<file path="config.mk">
export PLATFORM = sky130hd
export DESIGN_NAME = bit_serializer
export DESIGN_NICKNAME = d
export VERILOG_FILES = /design/src/rtl/ser_pkg.sv /design/src/rtl/ser_skid_buffer.sv /design/src/rtl/bit_serializer.sv
export SDC_FILE = /design/constraint.sdc
export NUM_CORES = 1
export LEC_CHECK = 0
export ABC_CLOCK_PERIOD_IN_PS = 2330
export CAP_MARGIN = 25
export CORE_ASPECT_RATIO = 0.6
export CORE_MARGIN = 5
export CORE_UTILIZATION = 52
export DETAILED_ROUTE_END_ITERATION = 10
export PLACE_DENSITY = 0.74
export SYNTH_ARGS = -nofsm -noshare
export SYNTH_HDL_FRONTEND = slang
export SYNTH_SLANG_ARGS = --single-unit
</file>
<file path="constraint.sdc">
create_clock -name clk -period 2.33 [get_ports clk]
set_input_delay 0.233 -clock clk [delete_from_list [all_inputs] [get_ports clk]]
set_output_delay 0.233 -clock clk [all_outputs]
set_load 0.02 [all_outputs]
</file>
<file path="src/rtl/ser_pkg.sv">
// Shared types and helpers for the bit_serializer slice.
package ser_pkg;

  typedef enum logic [1:0] {
    S_IDLE   = 2'd0,
    S_SHIFT  = 2'd1,
    S_PARITY = 2'd2
  } ser_state_t;

  localparam int unsigned SER_DEFAULT_WIDTH = 8;

  // Width of the bit counter that indexes 0..width-1.
  function automatic int unsigned ser_cnt_width(input int unsigned width);
    return (width < 2) ? 1 : $clog2(width);
  endfunction

endpackage

</file>
<file path="src/rtl/ser_skid_buffer.sv">
// One-entry holding register for a word accepted while the shifter is busy.
module ser_skid_buffer #(
  parameter int unsigned WIDTH = 8
) (
  input  logic             clk,
  input  logic             reset,
  input  logic             push,
  input  logic             pop,
  input  logic [WIDTH-1:0] load_data,
  output logic [WIDTH-1:0] data,
  output logic             full
);

  // Capture on push, release on pop; the two never coincide.
  always_ff @(posedge clk) begin
    if (reset) begin
      full <= 1'b0;
      data <= '0;
    end else begin
      assert (!(push && pop));
      if (push) begin
        data <= load_data;
        full <= 1'b1;
      end else if (pop) begin
        full <= 1'b0;
      end
    end
  end

endmodule

</file>
<file path="src/rtl/bit_serializer.sv">
// Parallel-to-serial front end: WIDTH-bit words in over valid/ready, MSB-first
// bit stream out with frame_start / word_done markers.
// Optional feature: define SER_PARITY_EN to append an even-parity bit per word.
module bit_serializer
  import ser_pkg::*;
#(
  parameter int unsigned WIDTH = SER_DEFAULT_WIDTH
) (
  input  logic             clk,
  input  logic             reset,
  input  logic [WIDTH-1:0] in_data,
  input  logic             in_valid,
  output logic             in_ready,
  output logic             bit_out,
  output logic             bit_valid,
  output logic             frame_start,
  output logic             word_done
);

  localparam int unsigned    CW       = ser_cnt_width(WIDTH);
  localparam logic [CW-1:0]  CNT_LAST = CW'(WIDTH - 1);

  ser_state_t       state, state_n;
  logic [CW-1:0]    cnt, cnt_n;
  logic [WIDTH-1:0] shreg, shreg_n;
  logic [WIDTH-1:0] hold_data, load_word;
  logic             hold_full, push, pop, accept, final_bit, load;
  logic             bit_out_n, bit_valid_n, frame_start_n, word_done_n;
`ifdef SER_PARITY_EN
  logic             par, par_n;
`endif

  assign in_ready  = !hold_full && !reset;
  assign accept    = in_valid && in_ready;
  assign load_word = hold_full ? hold_data : in_data;

  ser_skid_buffer #(.WIDTH(WIDTH)) u_hold (
    .clk       (clk),
    .reset     (reset),
    .push      (push),
    .pop       (pop),
    .load_data (in_data),
    .data      (hold_data),
    .full      (hold_full)
  );

  // Next-state, shifter/holding control and next registered outputs.
  always_comb begin
    state_n = state;
    cnt_n   = cnt;
    shreg_n = shreg;
    push    = 1'b0;
    pop     = 1'b0;
    load    = 1'b0;
`ifdef SER_PARITY_EN
    par_n     = par;
    final_bit = (state == S_PARITY);
`else
    final_bit = (state == S_SHIFT) && (cnt == CNT_LAST);
`endif

    if (state == S_IDLE || final_bit) begin
      // Buffered word has priority; when the buffer is full in_ready is low.
      cnt_n = '0;
      if (hold_full || accept) begin
        load    = 1'b1;
        pop     = hold_full;
        state_n = S_SHIFT;
        shreg_n = load_word;
`ifdef SER_PARITY_EN
        par_n   = ^load_word;
`endif
      end else begin
        state_n = S_IDLE;
      end
    end else if (state == S_SHIFT) begin
      push    = accept;
      shreg_n = {shreg[WIDTH-2:0], 1'b0};
      cnt_n   = cnt + CW'(1);
`ifdef SER_PARITY_EN
      if (cnt == CNT_LAST) begin
        state_n = S_PARITY;
        cnt_n   = '0;
      end
`endif
    end else begin
      state_n = S_IDLE;
    end

    // Outputs describe the bit presented in the next cycle.
    bit_valid_n   = (state_n != S_IDLE);
    frame_start_n = load;
    bit_out_n     = (state_n == S_SHIFT) ? shreg_n[WIDTH-1] : 1'b0;
`ifdef SER_PARITY_EN
    if (state_n == S_PARITY) bit_out_n = par_n;
    word_done_n   = (state_n == S_PARITY);
`else
    word_done_n   = (state_n == S_SHIFT) && (cnt_n == CNT_LAST);
`endif
  end

  // State, shifter and output registers.
  always_ff @(posedge clk) begin
    if (reset) begin
      state       <= S_IDLE;
      cnt         <= '0;
      shreg       <= '0;
      bit_out     <= 1'b0;
      bit_valid   <= 1'b0;
      frame_start <= 1'b0;
      word_done   <= 1'b0;
`ifdef SER_PARITY_EN
      par         <= 1'b0;
`endif
    end else begin
      state       <= state_n;
      cnt         <= cnt_n;
      shreg       <= shreg_n;
      bit_out     <= bit_out_n;
      bit_valid   <= bit_valid_n;
      frame_start <= frame_start_n;
      word_done   <= word_done_n;
`ifdef SER_PARITY_EN
      par         <= par_n;
`endif
    end
  end

endmodule

</file>
# Yosys cells after proc, flatten, opt, wreduce, memory -nomap -nowiden
# Index checks and enable logic that the tools add are counted.
[word_totals]
register_bits = 26
input_bits = 11
output_inout_bits = 5
word_cells = 49
[classes]
add_sub_neg = 1
eq_ne = 5
mux = 16
bitwise_logic = 2
reduce_logical = 15
[ops]
columns = ["cell", "n"]
rows = [
  ["8-bit two-way mux", 4],
  ["1-bit two-way mux", 8],
  ["3-bit == test, second input constant", 2],
  ["3-bit two-way mux", 2],
  ["2-bit nonzero test", 3],
  ["2-bit by 1-bit == test with 1-bit output, second input constant", 2],
  ["1-bit logical AND", 4],
  ["2-bit two-way mux", 2],
  ["2-bit OR reduction", 2],
  ["3-bit by 1-bit adder with 3-bit output, second input constant", 1],
  ["1-bit logical NOT", 2],
  ["2-bit logical NOT", 1],
  ["1-bit logical OR", 2],
  ["2-bit by 1-bit inequality test with 1-bit output, second input constant", 1],
  ["1-bit NOT", 2],
  ["2-bit AND reduction", 1],
]

# Longest topological paths before layout
# Gate-level depths: netlist of the first run.
[logic_depth]
ltp_word = 9
mapped_depth = 7
ltp_nobuf = 6

# Cells and area by module
# A second synthesis of the first run with hierarchy kept.
[hier_totals]
cells_unflattened = 122
hier_area_um2 = 1172.4
[modules_own_cells]
columns = ["module", "instances", "cells_per_inst", "area_per_inst_um2", "seq_area_each_um2"]
rows = [
  ["bit_serializer", 1, 92, 850.8, 340.3],
  ["ser_skid_buffer", 1, 30, 321.6, 180.2],
]

# Worst setup path after synthesis of the first run
# No wires, ideal clock.
[synth_timing]
path_type = "reg-to-reg"
startpoint = "register cnt[0]"
endpoint = "register u_hold.data[0]"
setup_time_ps = 128
arrival_time_ps = 1554
required_time_ps = 2202
slack_ps = 649
path_stages_with_launch = 8
path_buffers = 1
synth_period_minus_slack_ps = 1681
cell_sequence = "dfxtp_1 > ha_1 > ha_1 > nor4b_4 > nand3b_2 > buf_6 > mux2i_1 > nor2_1"
[synth_between]
elab_chain_cells = 4
[synth_rtl]
columns = ["element", "line_no", "source"]
rows = [
  ["from (decl)", "bit_serializer.sv:24", "logic [CW-1:0] cnt, cnt_n;"],
  ["from (signal assigned)", "bit_serializer.sv:117", "cnt <= cnt_n;"],
  ["3-bit == test", "bit_serializer.sv:59", "final_bit = (state == S_SHIFT) && (cnt == CNT_LAST);"],
  ["1-bit logical AND", "bit_serializer.sv:59", ""],
  ["1-bit logical OR", "bit_serializer.sv:62", "if (state == S_IDLE || final_bit) begin"],
  ["1-bit two-way mux", "bit_serializer.sv:62", ""],
  ["to (signal assigned)", "ser_skid_buffer.sv:22", "data <= load_data;"],
  ["to (decl)", "ser_skid_buffer.sv:10", "output logic [WIDTH-1:0] data,"],
]
# No other way between the ends.
# A chain may end at the register's enable or synchronous reset.

# Final worst setup path of the first run
[layout_timing]
startpoint = "register u_hold.full"
endpoint = "output port in_ready"
[layout_between]
elab_chain_cells = 2
[layout_rtl]
columns = ["element", "line_no", "source"]
rows = [
  ["from (decl)", "ser_skid_buffer.sv:11", "output logic full"],
  ["from (signal assigned)", "ser_skid_buffer.sv:17", "full <= 1'b0;"],
  ["from (signal assigned)", "ser_skid_buffer.sv:23", "full <= 1'b1;"],
  ["from (signal assigned)", "ser_skid_buffer.sv:25", "full <= 1'b0;"],
  ["1-bit logical NOT", "bit_serializer.sv:33", "assign in_ready = !hold_full && !reset;"],
  ["1-bit logical AND", "bit_serializer.sv:33", ""],
  ["to (decl)", "bit_serializer.sv:13", "output logic in_ready,"],
]
# No other way between the ends.

==> qor.txt, run 1 <==
VDD IR max: 392 uV
Post-CTS Setup Bufs: 0
DR WL/cell: 14.0 um
CP required: 2.10 ns
Total CTS buffers: 3
Post-synth top area share: 46.3%
EDFF count, synth: 0
Vias per inst: 5.56
Part of the power in the clock network: 24.9%
Crit. End Element: primary output
Gr usage total: 16.0%
Sw power: 191 uW
Vias: 889
Area after DPL: 1290 um^2
Leakage power: 0.000557 uW
Initial antenna violation count: 0
Sw Ratio: 25.1%
Residual DRC count: 0
Pwr Total: 760 uW
Max-Cap Viols: 0
Hpwl dp: 1.72 mm
Seq cells post-synth: 26
Seq/Total Area, Yosys: 46.3%
I/O pin count: 16
Final period util: 88.0%
Mean Syn Cell Area: 9.70 um^2
GR Overflow Total: 0
Final Hold Viols: 0
Async SR Flop Fraction: 0%
Clk Latency, worst-skew pair: 0.32 ns
Starting DRT DRC Count: 57
Vias in the first global route: 875
Top_reg_cell synth: dfxtp_1
First-pass iteration count of the detailed router: 4
Total Nets Final: 145
Tmin final: 2.05 ns
Buffers on Ports: 15
Share of cells above drive strength 1: 7.69%
Synth unique cells: 28
HP Class: register to register
Synth Warn #: 0
Syn-to-layout area delta: 16.9%
Largest area contributor in the synthesized netlist: dfxtp_1
Global placer's final weighted congestion: 0.811
Number of diodes: 0
Synth area leaders: dfxtp_1 (46%), mux2i_1 (12%), nor2_1 (7.7%)
Pre-CTS WS: 0.347 ns
Mapped Area: 1120 um^2
Worst-margin pin slew: 0.699 ns
Syn nets: 129
Sink Count: 26
Filler instances: 202
H-tree levels: 1
Sequential share of power: 62.4%
First-pass GRT wire length: 3.86 mm
CP Class: register to primary output
Post_cts resized: 0
Synth top cells by count: dfxtp_1 (26), nor2_1 (23), mux2i_1 (14), a21oi_1 (7), a221o_1 (6)
DIE AREA: 3220 um^2
CTS Root Cell: clkbuf_4
DIE WIDTH: 70.0 um
RSZ-0062 raised after global routing: false
Die Height: 46.0 um
Core area: 2110 um^2
Combinational power share: 12.7%
Largest net degree at the start of global routing: 18
Mapped Cells: 116
Post-route ant nets: 0
Setup WS post-layout: 0.280 ns
CP max FO: 17
Slew Limit Fails: 0
Worst-path clk slew: 0.13 ns
Skew final: 0.00631 ns
Drt total wl: 2.25 mm
Max Clk Rate: 0.488 GHz
Most frequent cell after synthesis: dfxtp_1
Status: finished, final reports clean
Cts-stage hold buffer count: 0
Int Pwr: 569 uW
CTS tree: done
Row count: 13
PD cells: 578 nW/um^2
WP data arrival: 1.82 ns
Final setup fails: 0
Relative slew slack: 53.3%
Setup TNS: 0 ns
Worst setup SP type: register
Maximum buffer depth of the clock tree: 2
Starting Density: 53.2%
Area of all placed cells without fillers: 1320 um^2
==> routing by layer <==
layer	global-route usage, %	wire [um]	vias up
met5	0	0	-
met4	6.11	36	0
met3	5.95	162	4
met2	24.8	964	28
met1	20.6	1080	422
li1	-	-	435
==> final timing paths <==
kind | depth (start not counted) | end | startpoint | slack (ns)
worst min-delay path | 2 | shreg[7] | shreg[7] | 0.48
worst max register to register | 6 | shreg[5] | cnt[0] | 0.39
worst max-delay path | 2 | in_ready | u_hold.full | 0.28
worst min register to register | 2 | shreg[7] | shreg[7] | 0.48
==> layout by cell type (no fill, tap or decap), types with 2 or more instances in the layout <==
cell             count
buf_4                3
o21ai_0              3
mux2i_1             14
inv_1                4
and3_1               2
clkbuf_4             3
nor3_1               3
nor2_1              23
a221oi_2             2
nand2_1              2
nand3_1              2
clkdlybuf4s50_1     15
dfxtp_1             26
a21oi_1              7
nand2b_1             3
a221o_1              6
ha_1                 2
==> power groups by stage <==
stage               Sequential [uW]  Combinational [uW]  Clock [uW]
finish                          474                96.3         189
global route                    477                 105         214
CTS                             474                96.6         194
detailed placement              484                96.1           0
global placement                484                93.6           0
floorplan                       479                59.1           0
==> kinds of logic (layout without fill, tap and decap cells) <==
group,count (synthesis),in the layout,synth area share [%]
adders and majority gates,2,2,2.22
and+or+nand+nor,40,40,18.5
other,1,1,0.333
AOI/OAI and AO/OA,22,22,15.1
muxes,14,14,12.5
buffers and inverters,11,25,5.12
DFF,26,26,46.3
==> per-stage QoR <==
step	cells	util (%)	hold WS (ns)
2_1_floorplan	116	-	0.377
3_3_place_gp	157	61.1	0.455
3_5_place_dp	157	61.1	0.467
4_1_cts	160	62.2	0.486
5_1_grt	160	62.2	0.507
6_report	160	62.2	0.481
==> flip-flops by register name, summed over array words and instances (netlist names) <==
signal       count
cnt              3
bit_out          1
word_done        1
u_hold.data      8
shreg            8
frame_start      1
bit_valid        1
u_hold.full      1
state            2
==> critical path, cell delays in order (launching register included) <==
cell	delay (ns)
dfxtp_1	0.80
nor2_1	0.13
clkdlybuf4s50_1	0.58
==> layout make-up <==
cell class | count | area, um^2 | area share [%]
clock buffers | 3 | 22.5 | 1.71
inverters | 4 | 15.0 | 1.14
multi-input cells | 79 | 547 | 41.6
flip-flops and latches | 26 | 520 | 39.6
well taps | 30 | 37.5 | 2.85
repair buffers | 18 | 173 | 13.1
Note: power is estimated with default switching activity, not from simulation.
==> run 2: changes to the inputs <==
CTS_CLUSTER_SIZE = 25   (was default)
==> results of run 2 <==
Final layout, timing and power as in run 1 (identical DEF).
==> run 3: changes to the inputs <==
CORE_ASPECT_RATIO = 1.4   (was 0.6)
==> qor.txt, run 3 (synthesis results as in run 1) <==
Initial antenna violation count: 0 (unchanged)
Int Pwr: 603 uW (was 569 uW)
Worst setup SP type: register (unchanged)
Crit. End Element: primary output (unchanged)
Clk Latency, worst-skew pair: 0.31 ns (was 0.32 ns)
CP Class: register to primary output (unchanged)
WHS: 0.492 ns (was 0.481 ns)
Final period util: 85.6% (was 88.0%)
Maximum buffer depth of the clock tree: 2 (unchanged)
Sw power: 185 uW (was 191 uW)
Largest net degree at the start of global routing: 18 (unchanged)
CP max FO: 17 (unchanged)
Relative slew slack: 56.0% (was 53.3%)
Slowest-stage cell, CP: dfxtp_1 (unchanged)
PD cells: 600 nW/um^2 (was 578 nW/um^2)
Row count: 20 (was 13)
Starting DRT DRC Count: 23 (was 57)
Drt total wl: 2.16 mm (was 2.25 mm)
Sw Ratio: 23.4% (was 25.1%)
Max-Cap Viols: 0 (unchanged)
I/O pin count: 16 (unchanged)
Buffers on Ports: 15 (unchanged)
Delay-heaviest family, CP: flip-flops (unchanged)
Leakage power: 0.000559 uW (was 0.000557 uW)
Fin util: 61.6% (was 62.2%)
Starting Density: 52.9% (was 53.2%)
Final setup fails: 0 (unchanged)
Sink Count: 26 (unchanged)
CTS tree: done (unchanged)
GR Overflow Total: 0 (unchanged)
Top flop regs: shreg: 8 flops, u_hold.data: 8 flops, cnt: 3 flops (unchanged)
CTS Root Cell: clkbuf_4 (unchanged)
Post-CTS Setup Bufs: 0 (unchanged)
Gr usage total: 14.9% (was 16.0%)
Sequential share of power: 60.3% (was 62.4%)
First-pass GRT wire length: 3.80 mm (was 3.86 mm)
Finished Layout Cells: 152 (was 160)
Worst-margin pin slew: 0.658 ns (was 0.699 ns)
Vias in the first global route: 890 (was 875)
Most frequent cells in the layout: dfxtp_1 (26), nor2_1 (23), clkdlybuf4s50_1 (15) (unchanged)
HP Class: register to register (unchanged)
Worst Path Buf+Inv: 1 (unchanged)
Cell Chain, Critical Path: nor2_1 > clkdlybuf4s50_1 (unchanged)
Core area: 2130 um^2 (was 2110 um^2)
Pwr Total: 787 uW (was 760 uW)
DIE WIDTH: 49.3 um (was 70.0 um)
H-tree levels: 1 (unchanged)
Number of diodes: 0 (unchanged)
CP required: 2.10 ns (about the same)
Largest stage delay on the critical path: 0.77 ns (was 0.80 ns)
Post_cts resized: 0 (unchanged)
RSZ-0062 raised after global routing: false (unchanged)
Skew final: 0.00116 ns (was 0.00631 ns)
Total CTS buffers: 3 (unchanged)
First-pass iteration count of the detailed router: 4 (unchanged)
Combinational power share: 11.9% (was 12.7%)
VDD IR max: 395 uV (was 392 uV)
Residual DRC count: 0 (unchanged)
Most common cell after layout, fill and taps aside: dfxtp_1 (unchanged)
Cts-stage hold buffer count: 0 (unchanged)
DIE AREA: 3210 um^2 (was 3220 um^2)
Vias: 863 (was 889)
WP data arrival: 1.76 ns (was 1.82 ns)
Setup TNS: 0 ns (unchanged)
Vias per inst: 5.68 (was 5.56)
Hpwl dp: 1.64 mm (was 1.72 mm)
Worst-path clk slew: 0.13 ns (about the same)
Part of the power in the clock network: 27.8% (was 24.9%)
Filler instances: 182 (was 202)
DR WL/cell: 14.2 um (was 14.0 um)
Status: finished, final reports clean (unchanged)
Max Clk Rate: 0.501 GHz (was 0.488 GHz)
Final Hold Viols: 0 (unchanged)
Share of cells above drive strength 1: 7.69% (unchanged)
Die Height: 65.0 um (was 46.0 um)
Total Nets Final: 144 (was 145)
Post-route ant nets: 0 (unchanged)
Slew Limit Fails: 0 (unchanged)
Global placer's final weighted congestion: 0.835 (was 0.811)
Tmin final: 2.00 ns (was 2.05 ns)
Placed insts: 148 (was 157)
Syn-to-layout area delta: 16.6% (was 16.9%)
[run 3: cell types whose count changed in the layout (fill, tap and decap cells not counted)]
| cell | change |
|---|---|
| clkbuf_8 | +1 |
| buf_4 | -1 |
[run 3: power by group through the flow]
stage	Sequential [uW]	Clock [uW]	Combinational, uW
2_1_floorplan	479	0	59.1
3_3_place_gp	483	0	90.4
3_5_place_dp	484	0	93.0
4_1_cts	474	226	93.3
5_1_grt	477	241	102
6_report	475	219	93.5
[run 3: final cells by class]
cell class	count	area (um^2)	area share, %
multi-input combinational	79	547	41.7
sequential	26	520	39.7
tap	22	27.5	2.10
clock buffer	4	36.3	2.77
timing repair buffer	17	165	12.6
inverter	4	15.0	1.15
[run 3: worst register-to-register path, delay by kind of cell (launching register included)]
family | cells | cell delay (ns)
compound gates | 2 | 0.63
simple gates | 2 | 0.44
fa+ha+maj | 2 | 0.44
flops | 1 | 0.37
[run 3: metrics by stage]
step                      setup WS (ns)  cell area [um^2]
after floorplan                   0.649              1120
after global placement            0.336              1270
after detailed placement          0.265              1270
after CTS                         0.325              1310
after global routing              0.234              1310
final                             0.335              1310
[run 3: worst paths after layout]
path / start / endpoint / slack, ns / cells past startpoint
min: shreg[7] / shreg[7] / 0.49 / 2
min reg2reg: shreg[7] / shreg[7] / 0.49 / 2
max: u_hold.full / in_ready / 0.33 / 2
max reg2reg: cnt[0] / shreg[3] / 0.36 / 6
[run 3: layer usage]
layer / GRT usage [%] / wire length (um)
met1: 17.9 / 985
met3: 2.99 / 82
met5: 0 / 0
met4: 7.07 / 34
met2: 24.8 / 1050
